[config.mk]
export PLATFORM = sky130hd
export DESIGN_NAME = sha3_padder
export DESIGN_NICKNAME = d
export VERILOG_FILES = /design/src/rtl/sha3_pkg.sv /design/src/rtl/sha3_padder.sv
export SDC_FILE = /design/constraint.sdc
export NUM_CORES = 1
export LEC_CHECK = 0
export BUFFER_PORTS_ARGS = -buffer_cell sky130_fd_sc_hd__buf_2
export CORE_AREA = 2 2 233 235
export CTS_CLUSTER_DIAMETER = 150
export DETAILED_ROUTE_END_ITERATION = 7
export DIE_AREA = 0 0 235 237
export PLACE_DENSITY = 0.76
export SLEW_MARGIN = 20
export SYNTH_ARGS = -nofsm -noshare
export SYNTH_HDL_FRONTEND = slang
export SYNTH_SLANG_ARGS = --single-unit
[constraint.sdc]
create_clock -name clk -period 5.4 [get_ports clk]
set_clock_uncertainty 0.15 [all_clocks]
set_input_delay 0.81 -clock clk [delete_from_list [all_inputs] [get_ports clk]]
set_output_delay 0.81 -clock clk [all_outputs]
set_load 0.05 [all_outputs]
[src/rtl/sha3_pkg.sv]
// Shared SHA-3 padding types and constants.
// Domain/pad bytes, padder state encoding, rate helper.
package sha3_pkg;

  typedef enum logic [1:0] {
    FILL,
    EMIT,
    PADBLK
  } state_t;

  localparam logic [7:0] SHA3_DOMAIN  = 8'h06;
  localparam logic [7:0] SHAKE_DOMAIN = 8'h1F;
  localparam logic [7:0] PAD_END      = 8'h80;

  function automatic int rate_bits(input int d);
    return 1600 - 2 * d;
  endfunction

endpackage

[src/rtl/sha3_padder.sv]
// SHA-3 byte-stream padder: packs bytes into rate-sized blocks.
// Optional SHAKE domain select via SHA3_PADDER_XOF_EN (adds in_xof).
module sha3_padder
  import sha3_pkg::*;
#(
  parameter int D = 512
) (
  input  logic                     clk,
  input  logic                     reset_n,
  input  logic                     in_valid,
  output logic                     in_ready,
  input  logic [7:0]               in_data,
  input  logic                     in_last,
  input  logic                     in_void,
`ifdef SHA3_PADDER_XOF_EN
  input  logic                     in_xof,
`endif
  output logic                     out_valid,
  input  logic                     out_ready,
  output logic [rate_bits(D)-1:0]  out_data,
  output logic                     out_last
);

  localparam int R  = rate_bits(D);
  localparam int NB = R / 8;
  localparam int IW = $clog2(NB);
  localparam logic [IW-1:0] LAST    = IW'(NB - 1);
  localparam logic [IW-1:0] LAST_M1 = IW'(NB - 2);

  state_t          state;
  logic [IW-1:0]   idx;
  logic [R-1:0]    buf_q;
  logic            pad_pending;
  logic            out_last_q;
  logic [7:0]      dom;
  logic [7:0]      dom_pad;

`ifdef SHA3_PADDER_XOF_EN
  logic            in_msg;
  logic            xof_q;

  // First beat of a message picks the domain; later beats reuse it
  assign dom     = (in_msg ? xof_q : in_xof) ? SHAKE_DOMAIN : SHA3_DOMAIN;
  assign dom_pad = xof_q ? SHAKE_DOMAIN : SHA3_DOMAIN;

  // Track message boundaries to latch in_xof on the first beat
  always_ff @(posedge clk or negedge reset_n) begin
    if (!reset_n) begin
      in_msg <= 1'b0;
      xof_q  <= 1'b0;
    end else if (in_valid && state == FILL) begin
      in_msg <= !(in_last || in_void);
      if (!in_msg) xof_q <= in_xof;
    end
  end
`else
  assign dom     = SHA3_DOMAIN;
  assign dom_pad = SHA3_DOMAIN;
`endif

  assign in_ready  = (state == FILL);
  assign out_valid = (state == EMIT);
  assign out_data  = buf_q;
  assign out_last  = out_last_q;

  // Fill/emit/pad-block sequencing with inline byte writes
  always_ff @(posedge clk or negedge reset_n) begin
    if (!reset_n) begin
      state       <= FILL;
      idx         <= '0;
      buf_q       <= '0;
      pad_pending <= 1'b0;
      out_last_q  <= 1'b0;
    end else begin
      unique case (state)
        FILL: begin
          if (in_valid) begin
            if (in_void) begin
              buf_q[8*int'(idx) +: 8] <= dom;
              buf_q[R-8 +: 8] <=
                ((idx == LAST) ? dom : 8'h00) | PAD_END;
              out_last_q <= 1'b1;
              state      <= EMIT;
            end else begin
              buf_q[8*int'(idx) +: 8] <= in_data;
              if (!in_last) begin
                if (idx == LAST) begin
                  out_last_q <= 1'b0;
                  state      <= EMIT;
                end else begin
                  idx <= idx + 1'b1;
                end
              end else if (idx == LAST) begin
                pad_pending <= 1'b1;
                out_last_q  <= 1'b0;
                state       <= EMIT;
              end else begin
                buf_q[8*(int'(idx)+1) +: 8] <= dom;
                buf_q[R-8 +: 8] <=
                  ((idx == LAST_M1) ? dom : 8'h00) | PAD_END;
                out_last_q <= 1'b1;
                state      <= EMIT;
              end
            end
          end
        end
        EMIT: begin
          if (out_ready) begin
            buf_q <= '0;
            idx   <= '0;
            state <= pad_pending ? PADBLK : FILL;
          end
        end
        PADBLK: begin
          buf_q[7:0]      <= dom_pad;
          buf_q[R-8 +: 8] <= PAD_END;
          pad_pending     <= 1'b0;
          out_last_q      <= 1'b1;
          state           <= EMIT;
        end
        default: state <= FILL;
      endcase
    end
  end

endmodule
==> flow_metrics.py <==
metrics = {
    "worst_setup_path": {
        "crit_type": "flip-flop to flip-flop",
        "r2r-start": "idx[1]",
        "endpoint_kind": "flip-flop",
        "startpoint": "idx[1]",
        "critPathRequiredTime_ns": 5.79,
        "worstPathArrival_ns": 5.23,
        "r2r_slack_ns": 0.56,
        "crit_fanout": 19,
        "reg2reg_depth": 11,
        "start_kind": "flip-flop",
        "worstSetupEndpoint": "out_data[70]",
        "rr_endpoint": "out_data[70]",
    },
    "clock_tree": {
        "cts_tree": "yes",
        "cts_hold_buf": 0,
        "cts_resized": 0,
        "cts_num_sinks": 587,
        "htree_levels": 2,
        "clockBufferDepth": 3,
        "worst_skew_pair.late_latency_ns": 0.65,
        "cts_buffers": 60,
        "post_cts.repair.setup_buffers": 0,
        "clock-root-buffer": "clkbuf_16",
        "clk_pin_slew_ns": 0.06,
    },
    "place": {
        "dp_cells": 3773,
        "dp_hpwl_mm": 89.34,
        "portBuffers": 592,
        "gp_congestion": 1.028,
    },
    "timing": {
        "rsz0062_at_grt": "false",
        "fin_tns_setup_ns": 0,
        "hold_violations": 0,
        "setup_viol": 0,
        "period_share": 0.8958,
        "slew_viol_final": 0,
        "post-route-min-period_ns": 4.837,
        "slew_headroom": 0.1754,
        "tightest_slew_ns": 1.237,
        "whs_ns": 0.01319,
        "max_freq_mhz": 206.7,
    },
    "global_route": {
        "grt_max_degree": 134,
        "grt_pass1_wl_mm": 180.8,
        "grt-ovfl-total": 0,
        "grt_pass1_vias": 26320,
        "antenna_found_initial": 2,
        "track_usage": 0.4326,
    },
    "synthesis": {
        "synth_top_area_frac": 0.5393,
        "seq_area_frac_synth": 0.5393,
        "yosys.area.top_type": "dfrtp_1",
        "synth_enable_flop_cells": 0,
        "syn_nets": 2599,
        "synthArstFlopShare": 1.000,
        "synth_flop_cell": "dfrtp_1",
        "avgSynthCellArea_um2": 10.59,
        "yosys_warnings": 0,
        "ys_top_cells_by_area": "dfrtp_1, a22o_1, nand2_1, o2bb2ai_1, nor2_1",
        "ys_ff_latch": 587,
        "netlist_area_um2": 27240,
        "synth.most_common_cell": "dfrtp_1",
        "ys_top_cells_by_count": "dfrtp_1, a22o_1, nand2_1, nor2_1, clkbuf_1",
        "syn_inst": 2573,
        "synth_cell_types": 92,
    },
    "final_layout": {
        "layout-drive-gt1-share": 0.2814,
        "multi_input_area_um2": 11600,
        "fin_util": 0.6237,
        "nNetsFinal": 3165,
        "final_cells": 3881,
        "fillers": 4344,
        "ff_latch_area_um2": 14690,
        "area_growth_pct": 22.00,
    },
    "drt": {
        "top_layer": "met5",
        "post_drt_wl_per_cell_um": 31.89,
        "met2_length_mm": 56.82,
        "wl_met3_mm": 12.93,
        "via_count": 27240,
        "drtAntennaViolNets": 0,
        "drc_errors": 0,
        "avgViaCountPerCell": 7.018,
        "drt_iter0_markers": 3389,
        "m1WireLength_mm": 46.04,
        "dr.pass1.iters": 8,
        "wirelength_mm": 123.8,
    },
    "power": {
        "power.leakage_nw": 16.31,
        "sw_frac_of_total": 0.4930,
        "power.share.clock": 0.240,
        "switchingPower_mw": 8.910,
        "p_int_mw": 9.164,
        "seqPwrFrac": 0.284,
        "peakVddDrop_uv": 313.9,
        "p_per_area_nw_per_um2": 543.9,
        "p_comb_frac": 0.475,
        "p_total_mw": 18.07,
    },
    "die": {
        "coreArea_um2": 53280,
        "die_h_um": 237,
        "dieWidth_um": 235,
        "io_pins": 593,
        "start_util": 0.5112,
        "die_area_um2": 55700,
        "rows": 85,
    },
    "job": {
        "maxCapViolCount": 0,
    },
    "min_path": {
        "hold_path_class": "primary input to async pin",
    },
    "status": {
        "outcome": "finished, final reports clean",
    },
}
## sequential cells by signal (all words and copies together), names as in the netlist
| signal | count |
|---|---|
| out_data | 576 |
| pad_pending | 1 |
| state | 2 |
| out_last | 1 |
| idx | 7 |
## cells in the final DEF (no fill, tap or decap), types with 27 or more instances in the layout
cell         n
dfrtp_1    587
nand3_1     88
o2bb2ai_1   84
o22ai_1     32
nor4_1      30
nor2_1     187
a21oi_1     75
o31ai_1     27
a32o_1      51
a22o_1     246
a221oi_1    28
buf_4      106
clkbuf_16   60
buf_2      591
inv_1       46
nand2_1    198
a31oi_1     36
nor3_1      76
o21ai_0     96
o21ai_1     36
## critical path, cell delays in order, from the launching register on
cell	delay, ns
dfrtp_1	0.74
inv_1	0.14
ha_1	0.32
nor2b_1	0.18
and2_1	0.15
ha_1	0.50
o31ai_4	0.20
nor4_4	0.78
nand3_1	0.71
o311ai_1	0.33
nand2_1	0.27
a22o_1	0.26
## metal layers
layer	vias up	GRT usage
li1	11030	-
met1	13690	0.5579
met2	2049	0.6785
met3	469	0.1017
met4	2	0.2359
met5	-	0
## power groups by stage
stage | Combinational [mW] | Clock, mW | Sequential (mW)
global placement | 8.18 | 0 | 5.17
finish | 8.59 | 4.34 | 5.14
floorplan | 3.87 | 0 | 6.31
detailed placement | 8.23 | 0 | 5.19
CTS | 8.27 | 4.34 | 5.12
global route | 8.77 | 4.54 | 5.17
## logic make-up (layout without fill, tap and decap cells)
group	after synthesis	count (layout)	synth area share
muxes	13	13	0.004869
buffers and inverters	246	857	0.03675
DFF	587	587	0.5393
other	0	1	0
and+or+nand+nor	755	755	0.1368
AOI/OAI and AO/OA	954	954	0.2749
xor gates and xnor gates	6	6	0.001930
adders and majority gates	12	12	0.005512
## metrics by stage
stage | instance area [µm²] | setup slack (ns)
after detailed placement | 31200 | 0.8352
after global placement | 31200 | 0.8993
final | 33230 | 0.5626
after floorplan | 27240 | 0.6772
after CTS | 33220 | 0.8231
after global routing | 33230 | 0.4491
## area by class of cell
cell class              instances  share of cell area
diodes                          1          0.00007530
clock buffers                  83             0.04989
clock inverters                24             0.01096
inverters                      47            0.005309
multi-input cells            1740              0.3491
flip-flops and latches        587              0.4420
well taps                     696             0.02621
repair buffers                703              0.1164
## how the worst min path moves through the flow
stage	slack [ns]	to	startpoint
floorplan	0.36	idx[0]	reset_n
global placement	0.31	out_data[403]	out_data[403]
detailed placement	0.32	out_data[281]	out_data[281]
CTS	0.03	out_data[46]	reset_n
global route	0.05	out_data[46]	reset_n
finish	0.01	out_data[44]	reset_n
Note: power is estimated with default switching activity, not from simulation.
